===== config.mk =====
export PLATFORM = sky130hd
export DESIGN_NAME = mem_arbiter
export DESIGN_NICKNAME = d
export VERILOG_FILES = /design/src/rtl/mem_arb_pkg.sv /design/src/rtl/arb_hold_timer.sv /design/src/rtl/mem_arbiter.sv
export SDC_FILE = /design/constraint.sdc
export NUM_CORES = 1
export LEC_CHECK = 0
export ABC_AREA = 1
export CAP_MARGIN = 10
export CELL_PAD_IN_SITES_DETAIL_PLACEMENT = 0
export CELL_PAD_IN_SITES_GLOBAL_PLACEMENT = 2
export CORE_ASPECT_RATIO = 1.1
export CORE_MARGIN = 4
export CORE_UTILIZATION = 28
export DETAILED_ROUTE_END_ITERATION = 10
export HOLD_SLACK_MARGIN = 0.06
export PLACE_DENSITY = 0.75
export SLEW_MARGIN = 20
export SYNTH_ARGS = -nofsm -noshare
export SYNTH_HDL_FRONTEND = slang
export SYNTH_SLANG_ARGS = --single-unit

===== constraint.sdc =====
create_clock -name clk -period 1.29 [get_ports clk]
set_input_delay 0.258 -clock clk [delete_from_list [all_inputs] [get_ports clk]]
set_output_delay 0.258 -clock clk [all_outputs]
set_load 0.02 [all_outputs]

===== src/rtl/mem_arb_pkg.sv =====
// Shared definitions for the serial-engine / processor RAM arbiter:
// FSM state encoding, owner identifiers and parameter defaults.
package mem_arb_pkg;

  localparam int unsigned HOLD_MAX_DEF = 64;
  localparam int unsigned CNT_W_DEF    = 8;

  localparam logic [2:0] ST_IDLE    = 3'd0;
  localparam logic [2:0] ST_SETTLE  = 3'd1;
  localparam logic [2:0] ST_TX_OWN  = 3'd2;
  localparam logic [2:0] ST_RX_OWN  = 3'd3;
  localparam logic [2:0] ST_RELEASE = 3'd4;

  localparam logic SRC_TX = 1'b0;
  localparam logic SRC_RX = 1'b1;

endpackage


===== src/rtl/arb_hold_timer.sv =====
// Saturating ownership-hold counter; flags the cycle in which the current
// owner completes its HOLD_MAX-th cycle of ownership.
module arb_hold_timer
  import mem_arb_pkg::*;
#(
  parameter int unsigned HOLD_MAX = HOLD_MAX_DEF,
  parameter int unsigned CNT_W    = CNT_W_DEF
) (
  input  logic clk,
  input  logic rst,
  input  logic clear,
  input  logic inc,
  output logic expire
);

  localparam logic [CNT_W-1:0] CNT_MAX = '1;
  localparam logic [CNT_W-1:0] LAST    = CNT_W'(HOLD_MAX - 1);

  logic [CNT_W-1:0] count;

  always_ff @(posedge clk or posedge rst) begin
    if (rst) begin
      count <= '0;
    end else if (clear) begin
      count <= '0;
    end else if (inc && count != CNT_MAX) begin
      count <= count + 1'b1;
    end
  end

  // Count holds completed owner cycles, so the HOLD_MAX-th cycle is the one
  // that starts with HOLD_MAX-1 already counted.
  assign expire = inc && (count >= LAST);

endmodule


===== src/rtl/mem_arbiter.sv =====
// Shared RAM arbiter: processor owns the RAM by default; TX/RX serial engines
// win it round-robin, with a settle cycle for the mux and a hold timeout.
module mem_arbiter
  import mem_arb_pkg::*;
#(
  parameter int unsigned HOLD_MAX = HOLD_MAX_DEF,
  parameter int unsigned CNT_W    = CNT_W_DEF
) (
  input  logic clk,
  input  logic rst,
  input  logic tx_req,
  input  logic rx_req,
  input  logic m_lock,
  output logic tx_en,
  output logic rx_en,
  output logic tx_gnt,
  output logic rx_gnt,
  output logic m_gnt,
  output logic preempt
);

  logic [2:0] state, state_nx;
  logic       cur, cur_nx;
  logic       last, last_nx;
  logic       preempt_nx;
  logic       go;
  logic       pick_rx;
  logic       owning;
  logic       expire;

  assign pick_rx = rx_req && (!tx_req || last == SRC_TX);
  assign go      = (state == ST_IDLE) && !m_lock && (tx_req || rx_req);
  assign owning  = (state == ST_TX_OWN) || (state == ST_RX_OWN);

  arb_hold_timer #(
    .HOLD_MAX (HOLD_MAX),
    .CNT_W    (CNT_W)
  ) u_hold (
    .clk    (clk),
    .rst    (rst),
    .clear  (go),
    .inc    (owning),
    .expire (expire)
  );

  always_comb begin
    state_nx   = state;
    cur_nx     = cur;
    last_nx    = last;
    preempt_nx = 1'b0;
    case (state)
      ST_IDLE: begin
        if (go) begin
          state_nx = ST_SETTLE;
          cur_nx   = pick_rx ? SRC_RX : SRC_TX;
        end
      end
      ST_SETTLE: state_nx = (cur == SRC_RX) ? ST_RX_OWN : ST_TX_OWN;
      ST_TX_OWN: begin
        if (!tx_req) begin
          state_nx = ST_RELEASE;
        end else if (expire && rx_req) begin
          state_nx   = ST_RELEASE;
          preempt_nx = 1'b1;
        end
      end
      ST_RX_OWN: begin
        if (!rx_req) begin
          state_nx = ST_RELEASE;
        end else if (expire && tx_req) begin
          state_nx   = ST_RELEASE;
          preempt_nx = 1'b1;
        end
      end
      ST_RELEASE: begin
        state_nx = ST_IDLE;
        last_nx  = cur;
      end
      default: state_nx = ST_IDLE;
    endcase
  end

  always_ff @(posedge clk or posedge rst) begin
    if (rst) begin
      state   <= ST_IDLE;
      cur     <= SRC_TX;
      last    <= SRC_RX;
      preempt <= 1'b0;
    end else begin
      state   <= state_nx;
      cur     <= cur_nx;
      last    <= last_nx;
      preempt <= preempt_nx;
    end
  end

  // Outputs decode the registered state only, so an async reset clears them
  // immediately and the two enables can never overlap.
  assign tx_en  = (state == ST_TX_OWN) || (state == ST_SETTLE && cur == SRC_TX);
  assign rx_en  = (state == ST_RX_OWN) || (state == ST_SETTLE && cur == SRC_RX);
  assign tx_gnt = (state == ST_TX_OWN);
  assign rx_gnt = (state == ST_RX_OWN);
  assign m_gnt  = (state == ST_IDLE) || (state == ST_RELEASE);

endmodule

* Word-level counts from Yosys, hierarchy flattened
Index checks and enable logic that the tools add are counted.
** Storage, ports and cells
- Input bits :: 5
- Memories :: 0
- Output and inout bits :: 6
- Memory bits (read-only) :: 0
- RAM bits :: 0
- Latch bits :: 0
- Register bits :: 14
** Operators by class
- $lt $le $gt $ge :: 1
- Multiply operators :: 0
- Add/sub/neg operators :: 1
- Bitwise logic cells :: 2
- Reduce and logical (&&, ||, !) cells :: 21
- Divide/modulo/power cells :: 0
- Shifts and indexed selects :: 0
- Eq/ne operators :: 8
- Mux-type cells :: 15
** Operator list (count)
- $mux 8 :: 2
- $mux 3 :: 5
- $pmux 3 s4 :: 1
- $logic_and 1x1->1 :: 9
- $add 8x1->8 const B :: 1
- $ge 8x6->1 const B :: 1
- $ne 8x8->1 const B :: 1
- $eq 3x2->1 const B :: 2
- $logic_or 1x1->1 :: 6
- $mux 1 :: 6
- $ne 3x2->1 const B :: 2
- $eq 3x1->1 const B :: 1
- $eq 3x3->1 const B :: 1
- $logic_not 3->1 :: 1
- $reduce_and 3->1 :: 1
- $logic_not 1->1 :: 2
- $ne 2x2->1 const B :: 1
- $not 1->1 :: 2
- $pmux 1 s2 :: 1
- $reduce_and 2->1 :: 1
- $reduce_bool 2->1 :: 1

* Depth between registers and ports, before layout
Gate-level depths: netlist of run 1.
- Depth in word-level cells :: 7
- Gate-level depth with buffers :: 8

* Cells and area by module
From an unflattened synthesis of run 1, not the netlist that was laid out.
** Unflattened totals
- Cell total of the unflattened synthesis :: 119
- Area total of the unflattened synthesis :: 869.6 um^2
** Modules (own cells, without submodules)
- arb_hold_timer :: cells an instance 74, area an instance 509.2 um^2, sequential area each 200.2 um^2, instances 1
- mem_arbiter :: cells an instance 45, area an instance 360.3 um^2, sequential area each 151.4 um^2, instances 1

* Least setup slack after synthesis of run 1
OpenSTA, ideal clock, no wires.
- Path type :: register to register
- Start point :: register u_hold.count[0]
- End point :: register u_hold.count[6]
- Setup time :: 0.117 ns
- Path slack :: -0.074 ns
- Clock period less this slack :: 1.364 ns
- Data arrival time :: 1.248 ns
- Stages on the path, launching flop included :: 8
- Cells stage by stage :: dfrtp_1 ha_1 nand3_4 nor2_8 a21oi_4 nand2_2 nor2_1 nor2_1
** On the way
- Word-level cells in the longest chain between the ends :: 3
- Elaborated cells on any way between the ends :: 6
- Classes of those cells :: add/sub (1); eq/ne (1); mux (2); reduce/logical (2)
** RTL lines
- start: declaration :: RTL line arb_hold_timer.sv:19 : logic [CNT_W-1:0] count;
- start signal: assignment :: RTL line arb_hold_timer.sv:27 : count <= count + 1'b1;
- $add 8x1->8 / $ne 8x8->1 (equally long branches) :: RTL line arb_hold_timer.sv:27, arb_hold_timer.sv:26
- $mux 8 / $logic_and 1x1->1 (equally long branches) :: RTL line arb_hold_timer.sv:26 : end else if (inc && count != CNT_MAX) begin
- $mux 8 / $reduce_bool 2->1 (equally long branches)
Parallel ways exist; a longest one is shown, timed or not. The select of a mux whose other input is x is not followed.
A chain may end at the register's enable or synchronous reset.

* Worst setup path in the final report of run 1
- Start point :: register state[1]
- End point :: output rx_en
** On the way
- Word-level cells in the longest chain between the ends :: 3
- Elaborated cells on any way between the ends :: 4
- Classes of those cells :: eq/ne (2); reduce/logical (2)
** RTL lines
- start: declaration :: RTL line mem_arbiter.sv:22 : logic [2:0] state, state_nx;
- start signal: assignment :: RTL line mem_arbiter.sv:90 : state <= state_nx;
- $eq 3x1->1 :: RTL line mem_arbiter.sv:100 : assign rx_en = (state == ST_RX_OWN) || (state == ST_SETTLE && cur == SRC_RX);
- $logic_and 1x1->1 :: RTL line mem_arbiter.sv:100
- $logic_or 1x1->1 (*) :: RTL line mem_arbiter.sv:100
- end: declaration :: RTL line mem_arbiter.sv:15 : output logic rx_en,
Mark *: on every way between the ends. The rest lies on a longest branch, timed or not.

==> results of run 1 <==
power groups by stage:
stage / registers, mW / logic (mW) / clock network, mW
2_1_floorplan: 0.720 / 0.755 / 0
3_3_place_gp: 0.722 / 1.58 / 0
3_5_place_dp: 0.724 / 1.58 / 0
4_1_cts: 0.720 / 1.74 / 0.340
5_1_grt: 0.741 / 2.01 / 0.358
6_report: 0.722 / 1.83 / 0.325
cell usage after synthesis, types with 2 or more instances:
cell type | instances | area, um^2
a21oi_1 | 3 | 15.0
dfrtp_1 | 13 | 325
inv_1 | 12 | 45.0
inv_2 | 3 | 11.3
nand2_1 | 23 | 86.3
nand2_2 | 4 | 25.0
nand3_1 | 7 | 35.0
nand4_1 | 5 | 31.3
nor2_1 | 13 | 48.8
nor2_4 | 2 | 22.5
nor3_1 | 3 | 15.0
o21ai_0 | 3 | 15.0
o21ai_2 | 4 | 35.0
o22ai_1 | 2 | 12.5
cells by family after synthesis:
logic type                 Yosys count  share of synthesized area (%)
AOI/OAI and AO/OA                   16                           13.5
xor gates and xnor gates             1                           1.03
adders and majority gates            1                           1.47
buffers and inverters               16                           7.07
DFF                                 14                           41.4
and+or+nand+nor                     59                           35.5
worst max-delay path by stage:
stage,endpoint,depth (start not counted)
2_1_floorplan,u_hold.count[6]$_DFFE_PP0P_,7
3_3_place_gp,rx_en,4
3_5_place_dp,rx_en,4
4_1_cts,rx_en,4
5_1_grt,tx_en,4
6_report,rx_en,4
placed cells by master (no fill, tap or decap), types with 2 or more instances in the layout:
| master | n |
|---|---|
| buf_4 | 35 |
| nand2_1 | 15 |
| nand2_2 | 9 |
| buf_6 | 8 |
| inv_2 | 2 |
| o21ai_2 | 3 |
| nand4_1 | 5 |
| nand3_1 | 3 |
| nand2_4 | 3 |
| clkdlybuf4s50_1 | 4 |
| nand3_2 | 4 |
| nor2_1 | 10 |
| dfrtp_1 | 12 |
| a21oi_1 | 3 |
| o21ai_0 | 3 |
| nor2_2 | 2 |
| nor2_4 | 3 |
| clkbuf_4 | 3 |
| o22ai_1 | 2 |
| inv_1 | 12 |
| nor3_1 | 2 |
state kept, by name (all words and copies together) (netlist names):
signal        count
cur               1
last              1
preempt           1
state             3
u_hold.count      8
per-stage QoR:
stage	power [mW]	worst slack [ps]	TNS, ps	hold slack [ps]
6_report	2.88	-157	-1240	145
5_1_grt	3.11	-258	-2480	165
4_1_cts	2.80	-174	-1440	149
3_5_place_dp	2.31	-359	-3780	468
3_3_place_gp	2.30	-334	-3850	454
2_1_floorplan	1.47	-26.9	-143	147
layout make-up:
| cell class | instances | area, um^2 |
|---|---|---|
| Clock buffer | 4 | 36.3 |
| Fill cell | 286 | 1400 |
| Inverter | 16 | 62.6 |
| Multi-Input combinational cell | 77 | 531 |
| Sequential cell | 14 | 353 |
| Tap cell | 33 | 41.3 |
| Timing Repair Buffer | 49 | 407 |
per-layer routing:
layer,routed length (um),track usage (%),vias up
met3,66,2.93,2
met4,15,1.63,0
li1,-,-,457
met1,1100,17.6,406
met2,1030,18.5,10
met5,0,0,-
timing repair:
item	in CTS	in global routing
gates cloned	0	0
endpoints found under the setup margin	17	18
pin swaps	7	7
gates resized for setup	41	15
buffers inserted	4	2
==> results.toml, run 1 <==
[place]
io_buffers = 10
dp_hpwl_mm = 1.65
placed_cells = 183
gp_congestion = 0.701
dpl_cell_area_um2 = 1250

[timing]
grt_setup_unrepaired = "yes"
fmax_mhz = 691
finalSetupViolCount = 16
final-max-slew-violation-count = 0
setup_ws_ps = -157
min_period_ps = 1450
timing.slew.headroom_pct = 84.6
finClkSkew_ps = 15.1
fin_crit_sh_pct = 112
hold_violations = 0
tightest_slew_ps = 229

[outcome]
status = "finished, violations left"
failed_checks = "negative setup slack"

[power]
ir_drop_v = 0.00132
seqPwrFrac_pct = 25.1
p_int_mw = 1.68
p_comb_share_pct = 63.7
swShare_pct = 41.6
p_leak_nw = 0.762
p_per_area_nw_per_um2 = 2010
clkPwrFrac_pct = 11.3
switchingPower_mw = 1.20

[finish]
num_antenna_cells = 0
drive_above_1_share_pct = 51.9
stdcell_area_um2 = 1430
postLayoutCoreUtil_pct = 50.6
finalNonFillerCells = 193
nets = 167
area_growth_pct = 68.3

[worst_setup_path]
slowest_delay_ps = 390
crit_slowest_cell = "dfrtp_1"
reg2reg_slack_ps = -120
critPathKind = "register to primary output"
end_kind = "primary output"
arrival_ps = 1190
reg2reg_from = "u_hold.count[0]$_DFFE_PP0P_"
crit_required_ps = 1030
cp_cell_sequence = "nor2_2 -> nand2_1 -> o22ai_1 -> buf_4"
path_delay_family = "flip-flops"
reg2reg_depth = 8
crit_buf_inv = 1
worst-path-max-fanout = 3
crit_start = "state[1]$_DFFE_PP0P_"
cp-start-kind = "register"
r2r-end = "state[2]$_DFFE_PP0P_"

[clocking]
cts_tree = "built"
worstSkewPairLatency_ps = 290
cts-root-buf = "clkbuf_4"
cts_sinks = 14
cts_buffers = 3
clk_path_buf_depth = 2
path_clk_slew_ps = 100
hold_buffers = 0
h-tree-depth = 1

[route]
num_vias = 875
drc = 0
ant_nets = 0
drtIter0Drc = 24
routedWlPerCell_um = 11.4
first_pass_iters = 4
vias_per_cell = 4.53
drt-total-wl_mm = 2.21

[floorplanning]
core_area_um2 = 2830
io_pins = 11
die_w_um = 60.5
fp-row-count = 20
dieArea_um2 = 3980
dieHeight_um = 65.8
start_util_pct = 30.0

[logic_synthesis]
yosysSeqAreaShare_pct = 41.4
async_reset_ff_share_pct = 100
ys.flop_type = "dfrtp_1"
synth-edff-count = 0
avgSynthCellArea_um2 = 7.94
yosysUniqueCellTypes = 24
synth_seq_cells = 14
synthesis.nets = 113
synthCells = 107
syn_area_um2 = 850
yosysWarnings = 0

[min_path]
holdCritPathClass = "input pin to async pin"

[global_routing]
grt_antenna_before_repair = 0
grt_max_degree = 11
grt_pass1_wl_mm = 3.66
grt_pass1_vias = 825
grtUsageTotal_pct = 12.1
grt-ovfl-total = 0

[flow_run]
drv_cap = 0
(Power assumes the default switching activity.)
==> run 2, diff against run 1 <==
--- a/config.mk
+++ b/config.mk
@@ -10,11 +10,12 @@
 export CELL_PAD_IN_SITES_DETAIL_PLACEMENT = 0
 export CELL_PAD_IN_SITES_GLOBAL_PLACEMENT = 2
 export CORE_ASPECT_RATIO = 1.1
-export CORE_MARGIN = 4
+export CORE_MARGIN = 5
 export CORE_UTILIZATION = 28
 export DETAILED_ROUTE_END_ITERATION = 10
 export HOLD_SLACK_MARGIN = 0.06
 export PLACE_DENSITY = 0.75
+export SKIP_CTS_REPAIR_TIMING = 1
 export SLEW_MARGIN = 20
 export SYNTH_ARGS = -nofsm -noshare
 export SYNTH_HDL_FRONTEND = slang
==> results.toml, run 2 (synthesis gave the netlist of run 1 again) <==
[outcome]
status = "finished, violations left"
failed_checks = "negative setup slack"

[clocking]
worstSkewPairLatency_ps = 280
cts_buffers = 3
clk_path_buf_depth = 2
cts-root-buf = "clkbuf_4"
cts_sinks = 14
path_clk_slew_ps = 90
cts_tree = "built"
h-tree-depth = 1

[global_routing]
grt_antenna_before_repair = 0
grtUsageTotal_pct = 11.6
grt_max_degree = 10
grt_pass1_vias = 906
grt_pass1_wl_mm = 3.84
grt-ovfl-total = 0

[power]
p_comb_share_pct = 63.2
clkPwrFrac_pct = 11.2
p_leak_nw = 0.752
power.total_mw = 2.83
switchingPower_mw = 1.17
swShare_pct = 41.4
seqPwrFrac_pct = 25.6
p_per_area_nw_per_um2 = 2010
p_int_mw = 1.66
ir_drop_v = 0.00149

[worst_setup_path]
r2r-end = "u_hold.count[4]$_DFFE_PP0P_"
crit_required_ps = 1470
end_kind = "register"
reg2reg_slack_ps = -190
critPathKind = "register to register"
cp-start-kind = "register"
reg2reg_from = "u_hold.count[0]$_DFFE_PP0P_"
arrival_ps = 1660
crit_start = "u_hold.count[0]$_DFFE_PP0P_"
reg2reg_depth = 9
worst-path-max-fanout = 4

[timing]
hold_violations = 0
min_period_ps = 1480
finClkSkew_ps = 6.31
setup_ws_ps = -191
fin_crit_sh_pct = 115
grt_setup_unrepaired = "yes"
timing.slew.headroom_pct = 78.3
finalSetupViolCount = 17
tightest_slew_ps = 322
final-max-slew-violation-count = 0
fmax_mhz = 675

[finish]
final_cell_mix = "buf_4 (30), nand2_1 (17), inv_1 (12), dfrtp_1 (12), nor2_1 (10)"
drive_above_1_share_pct = 49.0
area_growth_pct = 66.1
finalNonFillerCells = 189
num_antenna_cells = 0
reg_top3 = "u_hold.count (8), state (3)"
nets = 162
regMostFlops = "u_hold.count"
largest_register_ffs = 8
final_common_cell = "buf_4"

[place]
placed_cells = 178
dp_hpwl_mm = 1.73
gp_congestion = 0.887
io_buffers = 10
dp_slack_ps = -343

[route]
ant_nets = 0
drt-total-wl_mm = 2.25
first_pass_iters = 5
drtIter0Drc = 8
drc = 0
num_vias = 869
vias_per_cell = 4.60
routedWlPerCell_um = 11.9

[floorplanning]
core_area_um2 = 3000
io_pins = 11
start_util_pct = 28.4
fp-row-count = 21
dieHeight_um = 67.8
dieArea_um2 = 4240
die_w_um = 62.5

[flow_run]
drv_cap = 0

[min_path]
holdCritPathClass = "input pin to async pin"
==> run 2: cell types whose count changed in the layout (fill, tap and decap cells not counted), sizes merged <==
| cell | previous run | this run |
|---|---|---|
| dlygate4sd2 | 1 | 0 |
| dlymetal6s2s | 0 | 1 |
| buf | 44 | 39 |
==> run 2: metal layers <==
metal	part of all wire [%]	up-vias	track usage [%]
li1	-	445	-
met5	0	-	0
met4	1.9	0	6.63
met2	54	10	22.2
met3	2.6	4	1.83
met1	42	410	12.1
==> run 2: worst max path at each step <==
stage	to	slack (ps)	depth (start not counted)
after floorplan	u_hold.count[6]$_DFFE_PP0P_	-30	7
after global placement	rx_en	-320	4
after detailed placement	rx_en	-340	4
after CTS	rx_en	-690	4
after global routing	rx_en	-270	4
final	u_hold.count[4]$_DFFE_PP0P_	-190	9
==> run 2: area by class of cell <==
| class | instances | area, um^2 |
|---|---|---|
| inverter | 16 | 62.6 |
| sequential | 14 | 353 |
| clock buffer | 4 | 36.3 |
| fill | 322 | 1580 |
| tap | 34 | 42.5 |
| multi-input combinational | 77 | 527 |
| timing repair buffer | 44 | 390 |
==> run 2: through the flow <==
stage          setup TNS [ps]  hold slack [ps]  utilization [%]  instance area (um^2)
2_1_floorplan            -143              147                -                   862
3_3_place_gp            -3580              505             40.7                  1220
3_5_place_dp            -3550              511             40.7                  1220
4_1_cts                 -4400              189             41.9                  1260
5_1_grt                 -3430              215             47.1                  1410
6_report                -2140              195             47.1                  1410
==> run 2: worst max-delay path, cell delays in order, from the launching register on <==
cell and delay (ps):
dfrtp_1 420, ha_4 170, nand3_4 110, nor2_8 140
a21oi_4 70, buf_12 130, nor2_4 170, inv_4 70
nand2_2 50, nand2_1 40
==> run 2: power by group through the flow <==
stage / clock, mW / sequential [mW] / combinational [mW]
floorplan: 0 / 0.720 / 0.755
global placement: 0 / 0.711 / 1.46
detailed placement: 0 / 0.719 / 1.48
CTS: 0.341 / 0.710 / 1.48
global route: 0.360 / 0.740 / 1.97
finish: 0.317 / 0.726 / 1.79
==> run 3, diff against run 2 <==
--- a/config.mk
+++ b/config.mk
@@ -13,6 +13,7 @@
 export CORE_MARGIN = 5
 export CORE_UTILIZATION = 28
 export DETAILED_ROUTE_END_ITERATION = 10
+export GPL_TIMING_DRIVEN = 0
 export HOLD_SLACK_MARGIN = 0.06
 export PLACE_DENSITY = 0.75
 export SKIP_CTS_REPAIR_TIMING = 1
==> results.toml, run 3 (synthesis gave the netlist of run 1 again) <==
[place]
gp_congestion = 0.855
io_buffers = 10
dpl_cell_area_um2 = 1000
dp_hpwl_mm = 1.48
dp_slack_ps = -386

[global_routing]
grt_pass1_vias = 735
grtUsageTotal_pct = 10.0
grt_pass1_wl_mm = 3.37
grt_max_degree = 15
grt-ovfl-total = 0
grt_antenna_before_repair = 0

[flow_run]
drv_cap = 0

[clocking]
cts_buffers = 3
path_clk_slew_ps = 110
h-tree-depth = 1
clk_path_buf_depth = 2
cts_tree = "built"
cts_sinks = 14
worstSkewPairLatency_ps = 290
cts-root-buf = "clkbuf_4"

[timing]
finClkSkew_ps = 19.0
fin_tns_setup_ps = -2210
fin_crit_sh_pct = 117
hold_violations = 0
min_period_ps = 1510
timing.slew.headroom_pct = 61.9
setup_ws_ps = -222
tightest_slew_ps = 571
hold_slack_ps = 301
final-max-slew-violation-count = 0
fmax_mhz = 661
grt_setup_unrepaired = "yes"
finalSetupViolCount = 15

[worst_setup_path]
reg2reg_depth = 9
reg2reg_slack_ps = -220
cp_cell_sequence = "ha_4 -> nand3_4 -> nor2_8 -> a21oi_4 -> buf_12 -> nor2_4 -> buf_6 -> nand2_1 -> nand2_1"
arrival_ps = 1730
crit_slowest_cell = "dfrtp_2"
cp-start-kind = "register"
reg2reg_from = "u_hold.count[0]$_DFFE_PP0P_"
crit_top_cell = "nand2_1"
slowest_delay_ps = 430
crit_required_ps = 1510
critPathKind = "register to register"
worst-path-max-fanout = 5
end_kind = "register"
r2r-end = "u_hold.count[4]$_DFFE_PP0P_"

[finish]
reg_top3 = "u_hold.count (8), state (3)"
nets = 143
area_growth_pct = 45.5
stdcell_area_um2 = 1240
final_cell_mix = "nand2_1 (20), buf_4 (13), inv_1 (12)"
largest_register_ffs = 8
regArea_um2 = 355
drive_above_1_share_pct = 40.4
num_antenna_cells = 0
regMostFlops = "u_hold.count"
nFillCells = 325
final_common_cell = "nand2_1"
multiInputGateArea_um2 = 500

[route]
ant_nets = 0
num_vias = 793
routedWlPerCell_um = 12.2
drt-total-wl_mm = 2.07
vias_per_cell = 4.66
drtIter0Drc = 10
first_pass_iters = 4
drc = 0

[power]
ir_drop_v = 0.00112
p_per_area_nw_per_um2 = 2200
p_leak_nw = 0.649

[floorplanning]
dieArea_um2 = 4240
io_pins = 11
fp-row-count = 21
start_util_pct = 28.4
die_w_um = 62.5
core_area_um2 = 3000
dieHeight_um = 67.8

[outcome]
status = "finished, violations left"
failed_checks = "negative setup slack"

[min_path]
holdCritPathClass = "input pin to async pin"
-- run 3: cell count changes in the layout (fill, tap and decap cells not counted), moves of 2 or more --
cell,delta
dfrtp_2,+2
nand2_4,-2
nand3_2,-2
nand2_1,+3
buf_4,-17
nand3_1,+2
dfrtp_1,-2
-- run 3: layer usage --
layer / global-route usage (%) / up-vias / share of wire, %
met5: 0 / - / 0
met4: 3.18 / 0 / 0.72
met3: 1.50 / 2 / 1.6
met2: 17.6 / 6 / 51
met1: 12.6 / 377 / 46
li1: - / 408 / -
-- run 3: how the worst max path moves through the flow --
| stage | start | to | slack [ps] |
|---|---|---|---|
| 2_1_floorplan | u_hold.count[0]$_DFFE_PP0P_ | u_hold.count[6]$_DFFE_PP0P_ | -30 |
| 3_3_place_gp | state[2]$_DFFE_PP0P_ | rx_en | -410 |
| 3_5_place_dp | state[2]$_DFFE_PP0P_ | tx_en | -390 |
| 4_1_cts | state[2]$_DFFE_PP0P_ | tx_en | -720 |
| 5_1_grt | u_hold.count[1]$_DFFE_PP0P_ | u_hold.count[1]$_DFFE_PP0P_ | -300 |
| 6_report | u_hold.count[0]$_DFFE_PP0P_ | u_hold.count[4]$_DFFE_PP0P_ | -220 |
-- run 3: final cells by class --
class,instances,area share (%)
tap,34,3.44
clock buffer,4,2.94
sequential,14,28.7
multi-input combinational,77,40.5
timing repair buffer,25,19.3
inverter,16,5.06
-- run 3: power by group --
part / internal, mW / total, mW / switching, mW
Combinational: 0.783 / 1.58 / 0.801
Clock: 0.172 / 0.339 / 0.167
Sequential: 0.595 / 0.802 / 0.207
-- run 3: worst max-delay path, delay by kind of cell, from the launching register on --
kind / cells / cell delay [ps]
compound gates: 1 / 70
fa+ha+maj: 1 / 160
buf+inv: 2 / 250
flops: 1 / 430
simple gates: 5 / 540
-- run 3: per-stage QoR --
stage | std cells | total power, mW | util (%)
4_1_cts | 155 | 2.17 | 34.8
5_1_grt | 170 | 2.92 | 41.3
3_5_place_dp | 151 | 1.83 | 33.5
6_report | 170 | 2.73 | 41.3
3_3_place_gp | 151 | 1.83 | 33.5
2_1_floorplan | 107 | 1.47 | -
